File: config.mk
export PLATFORM = sky130hd
export DESIGN_NAME = s_muldiv_seq
export DESIGN_NICKNAME = d
export VERILOG_FILES = /design/src/rtl/s_muldiv_seq_pkg.sv /design/src/rtl/s_muldiv_seq_div.sv /design/src/rtl/s_muldiv_seq.sv
export SDC_FILE = /design/constraint.sdc
export NUM_CORES = 1
export LEC_CHECK = 0
export CORE_MARGIN = 5
export CORE_UTILIZATION = 55
export DETAILED_ROUTE_END_ITERATION = 10
export GPL_TIMING_DRIVEN = 0
export PLACE_DENSITY = 0.82
export REMOVE_ABC_BUFFERS = 1
export SYNTH_ARGS = -nofsm -noshare
export SYNTH_HDL_FRONTEND = slang
export SYNTH_HIERARCHICAL = 1
export SYNTH_SLANG_ARGS = --single-unit
export TNS_END_PERCENT = 20
File: constraint.sdc
create_clock -name clk -period 9.8 [get_ports clk]
set_clock_uncertainty 0.1 [all_clocks]
set_input_delay 1.96 -clock clk [delete_from_list [all_inputs] [get_ports clk]]
set_output_delay 1.96 -clock clk [all_outputs]
set_load 0.01 [all_outputs]
File: src/rtl/s_muldiv_seq_pkg.sv
// Shared types and constants for the sequential multiply/divide unit.
// Contents:
//   muldiv_op_type    operation select encoding (MUL = 0, DIV = 1)
//   muldiv_state_type control FSM states
//   AN/AV/AH/AZ/AC    bit positions of the flags inside the 5-bit flag vector
package s_muldiv_seq_pkg;

  typedef enum logic {
    SC_MD_MUL = 1'b0,
    SC_MD_DIV = 1'b1
  } muldiv_op_type;

  typedef enum logic [1:0] {
    IDLE = 2'd0,
    MUL  = 2'd1,
    DIV  = 2'd2,
    FIN  = 2'd3
  } muldiv_state_type;

  localparam int FLG_W = 5;
  localparam int AN    = 4;
  localparam int AV    = 3;
  localparam int AH    = 2;
  localparam int AZ    = 1;
  localparam int AC    = 0;

endpackage

File: src/rtl/s_muldiv_seq_div.sv
// s_div_step: one combinational iteration of the SPC700 restoring-style
// divide. The remainder/quotient register is rotated left by one bit and
// then conditionally reduced by the pre-shifted divisor. Running W+1 of these
// back to back reproduces the SPC700 DIV results, overflow cases included.
// Ports:
//   r       in   2W+1  working register before this iteration
//   d       in   2W+1  divisor shifted left by W+1
//   r_next  out  2W+1  working register after this iteration
module s_div_step #(
  parameter int W = 8
) (
  input  logic [2*W:0] r,
  input  logic [2*W:0] d,
  output logic [2*W:0] r_next
);

  logic [2*W:0] rot;
  logic [2*W:0] marked;

  // The rotate feeds the top bit back into bit 0. If that bit is already set
  // and the compare also succeeds, the toggle clears it again, which is what
  // gives the characteristic overflow results.
  always_comb begin
    rot    = {r[2*W-1:0], r[2*W]};
    marked = rot;
    if (rot >= d) begin
      marked[0] = ~rot[0];
    end
    r_next = marked[0] ? (marked - d) : marked;
  end

endmodule

File: src/rtl/s_muldiv_seq.sv
// s_muldiv_seq: sequential MUL YA / DIV YA,X unit for the SPC700 core.
// The CPU pulses start while the unit is idle, then waits for done.
// MUL is shift-add (W cycles) or single-cycle when MUL_FAST=1; DIV runs
// W+1 iterations of s_div_step.
// Ports:
//   clk      in   1     system clock
//   reset    in   1     asynchronous active-high reset
//   start    in   1     request, honoured only in IDLE
//   op       in   1     0 = MUL, 1 = DIV
//   ya_in    in   2W    {Y,A}: MUL factors / DIV dividend
//   x_in     in   W     divisor
//   busy     out  1     operation in flight (MUL/DIV/FIN)
//   done     out  1     single-cycle completion pulse
//   ya_out   out  2W    MUL product or {remainder, quotient}
//   flgs     out  5     N/V/H/Z/C values at AN/AV/AH/AZ/AC
//   flgs_we  out  5     which flags the CPU should write back
import s_muldiv_seq_pkg::*;

module s_muldiv_seq #(
  parameter int W        = 8,
  parameter bit MUL_FAST = 1'b0
) (
  input  logic             clk,
  input  logic             reset,
  input  logic             start,
  input  logic             op,
  input  logic [2*W-1:0]   ya_in,
  input  logic [W-1:0]     x_in,
  output logic             busy,
  output logic             done,
  output logic [2*W-1:0]   ya_out,
  output logic [FLG_W-1:0] flgs,
  output logic [FLG_W-1:0] flgs_we
);

  localparam int CNT_W = $clog2(W + 2);

  muldiv_state_type state, state_n;

  logic [CNT_W-1:0] cnt;
  logic [W-1:0]     x_reg;
  logic [3:0]       y_lo;
  logic [2*W:0]     r;
  logic [2*W:0]     r_next;
  logic [2*W:0]     div_d;
  logic [2*W-1:0]   acc;
  logic [2*W-1:0]   acc_next;
  logic [2*W-1:0]   mcand;
  logic [W-1:0]     mplier;
  logic [2*W-1:0]   prod_fast;
  logic [2*W-1:0]   mul_res;
  logic [2*W-1:0]   div_res;
  logic [FLG_W-1:0] mul_flg;
  logic [FLG_W-1:0] div_flg;
  logic [FLG_W-1:0] mul_we;
  logic [FLG_W-1:0] div_we;
  logic             mul_last;
  logic             div_last;
  logic             accept;

  assign accept   = (state == IDLE) && start;
  assign mul_last = MUL_FAST || (cnt == CNT_W'(W - 1));
  assign div_last = (cnt == CNT_W'(W));
  assign div_d    = {x_reg, {(W + 1){1'b0}}};

  s_div_step #(.W(W)) u_div_step (
    .r      (r),
    .d      (div_d),
    .r_next (r_next)
  );

  // Arithmetic feeding the result registers. The final value is taken from
  // the combinational next-step value so that ya_out is already valid in FIN.
  always_comb begin
    acc_next  = mplier[0] ? (acc + mcand) : acc;
    prod_fast = {{W{1'b0}}, mplier} * {{W{1'b0}}, mcand[W-1:0]};
    mul_res   = MUL_FAST ? prod_fast : acc_next;
    div_res   = {r_next[2*W:W+1], r_next[W-1:0]};

    mul_flg     = '0;
    mul_flg[AN] = mul_res[2*W-1];
    mul_flg[AZ] = (mul_res[2*W-1:W] == '0);
    mul_flg[AC] = 1'b0;
    mul_we      = '0;
    mul_we[AN]  = 1'b1;
    mul_we[AZ]  = 1'b1;
    mul_we[AC]  = 1'b0;

    div_flg     = '0;
    div_flg[AN] = r_next[W-1];
    div_flg[AV] = r_next[W];
    div_flg[AH] = (y_lo >= x_reg[3:0]);
    div_flg[AZ] = (r_next[W-1:0] == '0);
    div_flg[AC] = 1'b0;
    div_we      = '0;
    div_we[AN]  = 1'b1;
    div_we[AV]  = 1'b1;
    div_we[AH]  = 1'b1;
    div_we[AZ]  = 1'b1;
    div_we[AC]  = 1'b0;
  end

  // FSM state register.
  always_ff @(posedge clk or posedge reset) begin
    if (reset) begin
      state <= IDLE;
    end else begin
      state <= state_n;
    end
  end

  // FSM next state. FIN always returns to IDLE, so a start seen in FIN is
  // dropped rather than queued.
  always_comb begin
    state_n = state;
    unique case (state)
      IDLE: begin
        if (start) begin
          state_n = (muldiv_op_type'(op) == SC_MD_DIV) ? DIV : MUL;
        end
      end
      MUL: begin
        if (mul_last) begin
          state_n = FIN;
        end
      end
      DIV: begin
        if (div_last) begin
          state_n = FIN;
        end
      end
      FIN: state_n = IDLE;
      default: state_n = IDLE;
    endcase
  end

  // FSM outputs.
  always_comb begin
    busy = (state != IDLE);
    done = (state == FIN);
  end

  // Operand latching, iteration registers and result/flag registers.
  // Results stay put until the next operation completes.
  always_ff @(posedge clk or posedge reset) begin
    if (reset) begin
      cnt     <= '0;
      x_reg   <= '0;
      y_lo    <= '0;
      r       <= '0;
      acc     <= '0;
      mcand   <= '0;
      mplier  <= '0;
      ya_out  <= '0;
      flgs    <= '0;
      flgs_we <= '0;
    end else begin
      if (accept) begin
        cnt    <= '0;
        x_reg  <= x_in;
        y_lo   <= ya_in[W+3:W];
        r      <= {1'b0, ya_in};
        acc    <= '0;
        mcand  <= {{W{1'b0}}, ya_in[W-1:0]};
        mplier <= ya_in[2*W-1:W];
      end else if (state == MUL) begin
        cnt    <= cnt + 1'b1;
        acc    <= acc_next;
        mcand  <= mcand << 1;
        mplier <= mplier >> 1;
        if (mul_last) begin
          ya_out  <= mul_res;
          flgs    <= mul_flg;
          flgs_we <= mul_we;
        end
      end else if (state == DIV) begin
        cnt <= cnt + 1'b1;
        r   <= r_next;
        if (div_last) begin
          ya_out  <= div_res;
          flgs    <= div_flg;
          flgs_we <= div_we;
        end
      end
    end
  end

endmodule
* After elaboration in Yosys (flattened, before gate mapping) *
Index checks and enable logic that the tools add are counted.

word-level totals
  bits in read-only memories = 0
  output and inout bits = 28
  bits in writable memories = 0
  bits in latches = 0
  memories = 0
  register bits after elaboration = 101
  bits of input ports = 28
  word-level logic and storage cells = 72

operators by class
  bitwise operators = 2
  reductions and logical operators = 13
  shift operators = 0
  div/mod/pow operators = 0
  multipliers = 0
  add/sub/neg operators = 3
  muxes and demuxes = 32
  order comparisons = 2
  equal/unequal tests = 9

operator list
  operator                                                         count
  16-bit two-way mux                                               9
  17-bit two-way mux                                               4
  5-bit two-way mux                                                8
  17-bit greater-or-equal comparator                               1
  17-bit subtractor                                                1
  16-bit adder                                                     1
  8-bit logical NOT                                                2
  8-bit two-way mux                                                2
  4-bit two-way mux                                                3
  2-bit nonzero test                                               5
  2-bit two-way mux                                                4
  2-bit inequality test, second input constant                     4
  2-bit one-hot mux with 4 select lines                            1
  4-bit by 1-bit adder with 4-bit output, second input constant    1
  2-bit == test, second input constant                             2
  4-bit by 3-bit == test with 1-bit output, second input constant  1
  4-bit == test, second input constant                             1
  4-bit greater-or-equal comparator                                1
  4-bit AND reduction                                              1
  3-bit AND reduction                                              1
  3-bit nonzero test                                               1
  2-bit by 1-bit == test with 1-bit output, second input constant  1
  2-bit logical NOT                                                1
  1-bit NOT                                                        2
  other kinds (3)                                                  3

* Logic depth before layout (Yosys ltp) *
Gate-level depths: netlist of the first run.

  depth in word-level cells = 8
  mapped depth = 23

* Modules after synthesis *
The synthesis of the first run kept the hierarchy.

modules (own cells, without submodules)
  module        cells an instance  sequential area each (um2)  instances  area each (um2)
  s_muldiv_seq  587                2427.3                      1          5361.4
  s_div_step    183                0.0                         1          1204.9

* Worst setup path after synthesis of the first run *
OpenSTA, ideal clock, no wires.

  kind = input to register
  start = input port start
  end = register r[10]
  buffers on the path = 2
  required time = 9.618 ns
  data arrival time = 3.056 ns
  setup slack = 6.562 ns
  cell stages on the path = 7
  cell sequence = and2_1 > clkbuf_1 > nor2_1 > nor2_1 > clkbuf_1 > nor2_1 > a31oi_1

between the ends
  longest elaborated chain between the ends = 3
  elaborated cells between the ends (all ways) = 5
  classes of those cells = 1 x eq/ne; 1 x mux; 3 x reduce/logical

ends and longest elaborated chain
  element                                                                       RTL line             text
  start: declaration                                                            s_muldiv_seq.sv:25   input logic start,
  1-bit logical AND (*)                                                         s_muldiv_seq.sv:61   assign accept = (state == IDLE) && start;
  2-bit inequality test (no source line) or 2-bit nonzero test (tied branches)  -
  2-bit AND reduction (no source line)                                          -
  end signal: assignment                                                        s_muldiv_seq.sv:162  r <= {1'b0, ya_in};
  end signal: assignment                                                        s_muldiv_seq.sv:178  r <= r_next;
  end: declaration                                                              s_muldiv_seq.sv:43   logic [2*W:0] r;

Every way passes the cells marked *; elsewhere a longest branch is shown, timed or not.
A chain may end at the register's enable or synchronous reset.

* Final worst setup path of the first run *
  start = input port start
  end = register flgs[1]

between the ends
  longest elaborated chain between the ends = 3

ends and longest elaborated chain
  element                               RTL line             text
  1-bit logical AND                     s_muldiv_seq.sv:61
  1-bit NOT (no source line)            -
  4-bit AND reduction (no source line)  -
  end signal: assignment                s_muldiv_seq.sv:173  flgs <= mul_flg;
  end signal: assignment                s_muldiv_seq.sv:181  flgs <= div_flg;
  end: declaration                      s_muldiv_seq.sv:32   output logic [FLG_W-1:0] flgs,

Every way passes these cells.

==> out/qor.txt, run 1 <==
======================================================================================================
Worst endpoint data arrival time                                                               5.21 ns
Worst endpoint required time                                                                   9.97 ns
Yosys reg bits                                                                                      97
Count of hold buffers inserted by post-cts repair                                                    0
Effective utilization at floorplan                                                              0.5536
TritonCTS clock tree                                                                             built
Residual DRC count                                                                                   0
Power density normalized to cell area                                                     413.8 nW/um^2
CTS Buf Count                                                                                        9
Number of global-route vias before repair                                                         5809
Overall routing resource usage                                                                  0.2338
Synth top area cells                                                                      sky130_fd_sc_hd__dfrtp_1 37%, sky130_fd_sc_hd__ha_1 8.2%, sky130_fd_sc_hd__nand2_1 7.3%
Worst setup slack after placement                                                             3.972 ns
Yosys cell types                                                                                    77
Antenna viol nets, final                                                                             0
Synth Warn #                                                                                         6
Clock transition at the register clock pins on the worst setup and hold paths after CTS        0.06 ns
Fraction of layout cells with a size suffix above 1                                            0.05753
Die span in x                                                                             119.3 microns
Number of design-rule violations left by the first detailed-router iteration                       568
Minimum clock period                                                                          5.036 ns
Worst path cell trace                                                                     clkdlybuf4s50_1, nand2_1, nand3b_1, buf_16, nor3_1, and4b_1, o2111ai_1, o21ai_1
Maximum fanout along the worst path                                                                 35
Launching element type of the critical path                                                 input port
Min setup slack post-route                                                                    4.764 ns
Diodes inserted                                                                                      0
Detail-routed via count per cell                                                                 6.106
Pin count of the biggest net entering global routing                                                65
Final Hold Slack                                                                             0.3763 ns
Cell row count                                                                                      40
Post-CTS Setup Inserts                                                                               0
Met2 wire length                                                                          8330 microns
Hold Path Class                                                                                reg2reg
Clock sink count                                                                                    97
Final TNS setup                                                                                   0 ns
Category of the worst setup path capture point                                               flip-flop
Netlist Area Pre-Place                                                                      6566 sq um
Critical path launch point                                                                       start
Largest buffer count on any clock path                                                               2
Area share of the leading cell type in the synthesized netlist                                  0.3697
Drt wl/cell                                                                               17.11 microns
Leakage                                                                                    0.003370 uW
Period utilization                                                                              0.5138
Met3 wire len                                                                              831 microns
Core ar.                                                                                   11860 sq um
Number of antenna violations at the first check in global routing                                    0
Count of instances resized after the clock tree is built                                             0
Final routed wirelength across all metal layers                                           16500 microns
Final-report setup violation count                                                                   0
Rel. slew slack                                                                                 0.1262
Number of fillers in the final layout                                                              971
Latest clock arrival within the worst-skew pair                                                0.35 ns
Top-level I/O count                                                                                 56
Syn Area/Cell                                                                              8.528 sq um
Count of endpoints failing hold in the final timing report                                           0
Global placement routability congestion                                                         0.8718
RSZ-0062 raised after global routing                                                             false
First-pass DRT Iterations                                                                            5
Max capacitance violation total                                                                      0
Number of flops mapped to enable cells by yosys                                                      0
Fraction of synthesis flops using an asynchronous set or reset pin                               1.000
Number of nets in the finished design                                                              885
Vertical die dimension                                                                    119.3 microns
Transition at the pin with the smallest max-transition slack                                  1.307 ns
Share of the yosys chip area belonging to registers                                             0.3697
Storage element area                                                                        2427 sq um
Post-synthesis cell type with the largest combined area                                   sky130_fd_sc_hd__dfrtp_1
Cell at the root of the clock tree                                                        sky130_fd_sc_hd__clkbuf_16
Flip-flop count of the largest register, all copies and words added                                 17
Most frequent cells after synthesis                                                       127 x sky130_fd_sc_hd__nand2_1, 97 x sky130_fd_sc_hd__dfrtp_1, 74 x sky130_fd_sc_hd__nor2_1
Tot Pwr                                                                                        3127 uW
Area growth syn-to-layout                                                                       15.09%
Half-perimeter wire length after detailed placement                                       12290 microns
Crit-path slowest cell                                                                    sky130_fd_sc_hd__nand2_1
Maximum achievable frequency                                                                 198.6 MHz
Max IR drop VDD                                                                               186.0 uV
Path type of the worst setup path                                                               in2reg
Via total after detailed routing                                                                  5886
Final Max Slew Viols                                                                                 0
Synthesized netlist cell count                                                                     770
Startpoint of the tightest hold check path                                                   ya_out[6]
Uppermost metal layer occupied by signal nets                                                     met4
H-tree Lvls                                                                                          3
Final global-route overflow total                                                                    0
Register with the highest flop count                                                                 r
Commonest register cell after synthesis                                                   sky130_fd_sc_hd__dfrtp_1
Area enclosed by the die boundary                                                          14220 sq um
Largest stage delay on the critical path                                                       0.96 ns
Cell with the most instances after synthesis                                              sky130_fd_sc_hd__nand2_1
Launch instance of the worst register-to-register path                                           r[10]
Multi-input gate area                                                                       3864 sq um
Detailed-routing wirelength on met1                                                       6865 microns
Count of input and output buffers                                                                   53
Result of the run                                                                         finished clean
Wire length of the first global-routing pass                                              27390 microns
======================================================================================================
## cells in the final DEF, fill, tap and decap left out, drive strengths merged, types with 24 or more instances in the layout
cell type      instances
inv                   42
o21ai                 58
dfrtp                 97
nor2                  74
a21oi                 40
nor3                  24
ha                    43
mux2i                 27
nand2                127
clkdlybuf4s50         53
## through the flow
| step | instances | instance area [sq um] | utilization |
|---|---|---|---|
| 2_1_floorplan | 743 | 6431 | - |
| 3_3_place_gp | 943 | 7146 | 0.6024 |
| 3_5_place_dp | 947 | 7249 | 0.6112 |
| 4_1_cts | 963 | 7530 | 0.6348 |
| 5_1_grt | 964 | 7557 | 0.6371 |
| 6_report | 964 | 7557 | 0.6371 |
## cell families (layout without fill, tap and decap cells)
group,Yosys count,in the layout,synth area share
flops,97,97,0.3697
other cells,1,14,0.0005711
fa+ha+maj,45,45,0.08803
simple gates,287,287,0.1953
mux,28,28,0.04287
compound gates,217,217,0.2319
buf+inv,79,113,0.05031
xor+xnor,16,16,0.02134
## worst max-delay path: cells and delay by family
kind | cells | cell delay (ns)
buffers and inverters | 2 | 0.84
AND/OR/NAND/NOR | 4 | 2.06
AO/OA/AOI/OAI | 2 | 0.34
## power breakdown
part / switching [uW] / internal (uW) / leakage (uW)
combinational: 1220 / 812 / 0.00203
clock: 159 / 182 / 0.000134
sequential: 163 / 593 / 0.00120
total: 1540 / 1590 / 0.00337
## final timing paths
check                           slack [ns]  cells after the start         to
worst max-delay path                  4.76                      8    flgs[1]
worst min-delay path                  0.38                      1  ya_out[6]
worst max register to register        5.55                     12    flgs[1]
worst min register to register        0.38                      1  ya_out[6]
max in group asynchronous             7.05                      3       r[4]
min in group asynchronous             1.89                      2     cnt[0]
## final cells by class
| cell class | instances | area share |
|---|---|---|
| clock inverter | 4 | 0.004470 |
| clock buffer | 12 | 0.03262 |
| sequential | 97 | 0.3212 |
| multi-input combinational | 607 | 0.5113 |
| tap | 147 | 0.02434 |
| timing repair buffer | 58 | 0.08642 |
| inverter | 39 | 0.01970 |
## routing by layer
layer	vias to the layer above	GRT usage
met4	0	0.09051
met3	47	0.03941
met5	-	0
met2	172	0.4105
met1	2859	0.2858
li1	2808	-
Note: power is estimated with default switching activity, not from simulation.
==> run 2, diff against run 1 <==
==> constraint.sdc (replaced) <==
create_clock -name clk -period 5.1 [get_ports clk]
set_clock_uncertainty 0.1 [all_clocks]
set_input_delay 1.02 -clock clk [delete_from_list [all_inputs] [get_ports clk]]
set_output_delay 1.02 -clock clk [all_outputs]
set_load 0.01 [all_outputs]
==> results of run 2 <==
Same layout as run 1 (identical final DEF). Status: finished clean.
Among the figures that moved: setup slack after placement 3.972 ns -> 0.2122 ns; clock-pin slew on the worst setup and hold paths 0.06 ns -> 0.07 ns; setup slack after layout 4.764 ns -> 0.8505 ns; start point of the critical path start -> r[10]; register-to-register setup slack 5.55 ns -> 0.85 ns; total power 3127 uW -> 6009 uW; worst IR drop on VDD 186.0 uV -> 357.3 uV
==> variant (config.mk and constraints of run 2) <==
`FLG_W`: 5 -> 10.
--- a/src/rtl/s_muldiv_seq_pkg.sv
+++ b/src/rtl/s_muldiv_seq_pkg.sv
@@ -17,7 +17,7 @@
     FIN  = 2'd3
   } muldiv_state_type;
 
-  localparam int FLG_W = 5;
+  localparam int FLG_W = 10;
   localparam int AN    = 4;
   localparam int AV    = 3;
   localparam int AH    = 2;
Ports: changed (resized flgs and flgs_we); port bits go from 56 to 66. The function was not compared with the original's and may differ.
==> variant against run 2 <==
  * Cell area increased by 0.46%
  * Worst setup slack improved by 0.093 ns
  * Global-route usage increased by 0.52 points
  * Final cell count increased by 1.0%
  * Via count decreased by 0.59%
  * Power decreased by 0.24%
  * Sequential cell count unchanged
  * Maximum frequency increased by 2.2%
  * Synthesized area increased by 1.1%
  * Routed wire length increased by 1.2%
  * Critical endpoint unchanged
  * Largest power group unchanged
  * Highest routed layer unchanged
==> variant: results (changes against run 2) <==
post-synthesis share of cell area spent on xor and xnor gates = 0.0211 (-0.000241)
number of buffers between clock root and the deepest sink = 2 (unchanged)
Async SR Flop Fraction = 1.00 (unchanged)
count of instances resized after the clock tree is built = 0 (unchanged)
average via count per standard cell = 6.01 (-1.6%)
footprint of the multi-input gates = 0.00390 mm^2 (+0.97%)
maximum VDD drop = 0.389 mV (+9.0%)
DPL Wire Length = 12200 um (-0.53%)
top cells by instance count after synthesis = sky130_fd_sc_hd__nand2_1 (127), sky130_fd_sc_hd__dfrtp_1 (97), sky130_fd_sc_hd__nor2_1 (74), sky130_fd_sc_hd__o21ai_0 (54), sky130_fd_sc_hd__ha_1 (43)
Synth Flop Type = sky130_fd_sc_hd__dfrtp_1
post-synthesis share of cell area spent on full adders, half adders and majority gates = 0.0870 (-0.000995)
leakage power summed over all cells = 3.40 nW (+0.90%)
aggregate routed wire length = 16700 um (+1.2%)
multiplexer share of the synthesized area = 0.0424 (-0.000485)
first-pass GRT wire length = 28200 um (+2.9%)
vias in the first global route = 5774 (-0.60%)
count of filler cells inserted in the layout = 982 (+1.1%)
Antenna diodes = 0 (unchanged)
data arrival time of the critical path = 4.33 ns (-0.09 ns)
Clock buffers and inverters, area share = 0.0382 (+0.00115)
count of clock buffers in the final design = 11 (-1)
Routability Congestion = 0.928 (+6.4%)
Internal Pwr Total = 3.05 mW (about the same)
CTS clk-pin slew, worst paths = 0.08 ns
GRT Resource Usage Total = 0.239 (+0.00518)
Compound-Gate Fraction of Synth Area = 0.229 (-0.00262)
total number of multi-input combinational cells = 617 (+1.6%)
Net count, final = 895 (+1.1%)
flip-flop and latch area = 0.00243 mm^2 (unchanged)
Synthesis Warnings = 6 (unchanged)
status = completed
cell types occupying the most area after synthesis = sky130_fd_sc_hd__dfrtp_1 (37%), sky130_fd_sc_hd__ha_1 (8.1%), sky130_fd_sc_hd__nand2_1 (7.2%)
share of synthesized area occupied by flip-flops and latches = 0.365 (-0.00418)
share of cells above drive strength 1 = 0.0593 (+0.00172)
non-clock buffer contribution to total cell area = 0.0844 (-0.00205)
Reg power frac = 0.243
Pwr Density = 789 mW/mm^2 (-0.71%)
# port buffers = 53 (unchanged)
pin count of the biggest net entering global routing = 72 (+11%)
DR pass1 iterations = 5 (unchanged)
number of design-rule violations left by the first detailed-router iteration = 442 (-22%)
max reg flops = 17 (unchanged)
power in combinational cells = 3.87 mW
post-CTS setup-driven buffer insertion count = 0 (unchanged)
Max-slew headroom = 0.105 (-0.0217)
-- variant: changes by cell type in the layout (fill, tap and decap cells not counted) --
| cell | run 2 | this run |
|---|---|---|
| sky130_fd_sc_hd__clkinv_4 | 0 | 1 |
| sky130_fd_sc_hd__clkinv_2 | 0 | 1 |
| sky130_fd_sc_hd__clkinvlp_4 | 1 | 2 |
| sky130_fd_sc_hd__conb_1 | 14 | 24 |
| sky130_fd_sc_hd__clkbuf_1 | 2 | 0 |
| sky130_fd_sc_hd__inv_6 | 3 | 1 |
| sky130_fd_sc_hd__buf_16 | 3 | 2 |
| sky130_fd_sc_hd__clkbuf_8 | 1 | 2 |
| sky130_fd_sc_hd__buf_8 | 0 | 1 |
-- variant: path summary, 6_finish.rpt --
kind | depth (start not counted) | slack, ns | startpoint | endpoint
min in group asynchronous | 2 | 0.91 | reset | ya_out[12]
worst min-delay path | 1 | 0.38 | ya_out[6] | ya_out[6]
worst min register to register | 1 | 0.38 | ya_out[6] | ya_out[6]
worst max register to register | 12 | 0.94 | r[10] | flgs[1]
max in group asynchronous | 3 | 3.32 | reset | mplier[3]
worst max-delay path | 12 | 0.94 | r[10] | flgs[1]
-- variant: routing by layer --
metal	track usage	up-vias	share of wire	wire (um)
li1	-	2826	-	-
met1	0.320	2821	0.44	7400
met2	0.396	166	0.49	8200
met3	0.0349	38	0.040	675
met4	0.0859	0	0.024	408
met5	0	-	0	0
-- variant: through the flow --
stage,setup slack (ns),std cells,area [um^2]
2_1_floorplan,1.06,753,6470
3_3_place_gp,-0.278,953,7180
3_5_place_dp,0.785,958,7300
4_1_cts,0.999,974,7590
5_1_grt,0.525,974,7590
6_report,0.944,974,7590
-- variant: worst max-delay path, stage by stage, from the launching register on --
cell                      delay (ns)
sky130_fd_sc_hd__dfrtp_1        0.41
sky130_fd_sc_hd__ha_1           0.46
sky130_fd_sc_hd__nand4_1        0.24
sky130_fd_sc_hd__nor4_1         0.32
sky130_fd_sc_hd__o31ai_1        0.19
sky130_fd_sc_hd__a31oi_4        0.25
sky130_fd_sc_hd__or2_1          0.92
sky130_fd_sc_hd__o21ai_0        0.44
sky130_fd_sc_hd__nor4_1         0.36
sky130_fd_sc_hd__nand3_1        0.13
sky130_fd_sc_hd__nor2_1         0.13
sky130_fd_sc_hd__a21oi_1        0.05
sky130_fd_sc_hd__o21ai_1        0.07
-- variant: cells by family (layout without fill, tap and decap cells) --
kind of cell               Yosys count  count (layout)
DFF                                 97              97
and+or+nand+nor                    287             287
buffers and inverters               89             113
adders and majority gates           45              45
xor gates and xnor gates            16              16
AOI/OAI and AO/OA                  217             217
muxes                               28              28
other                                1              24
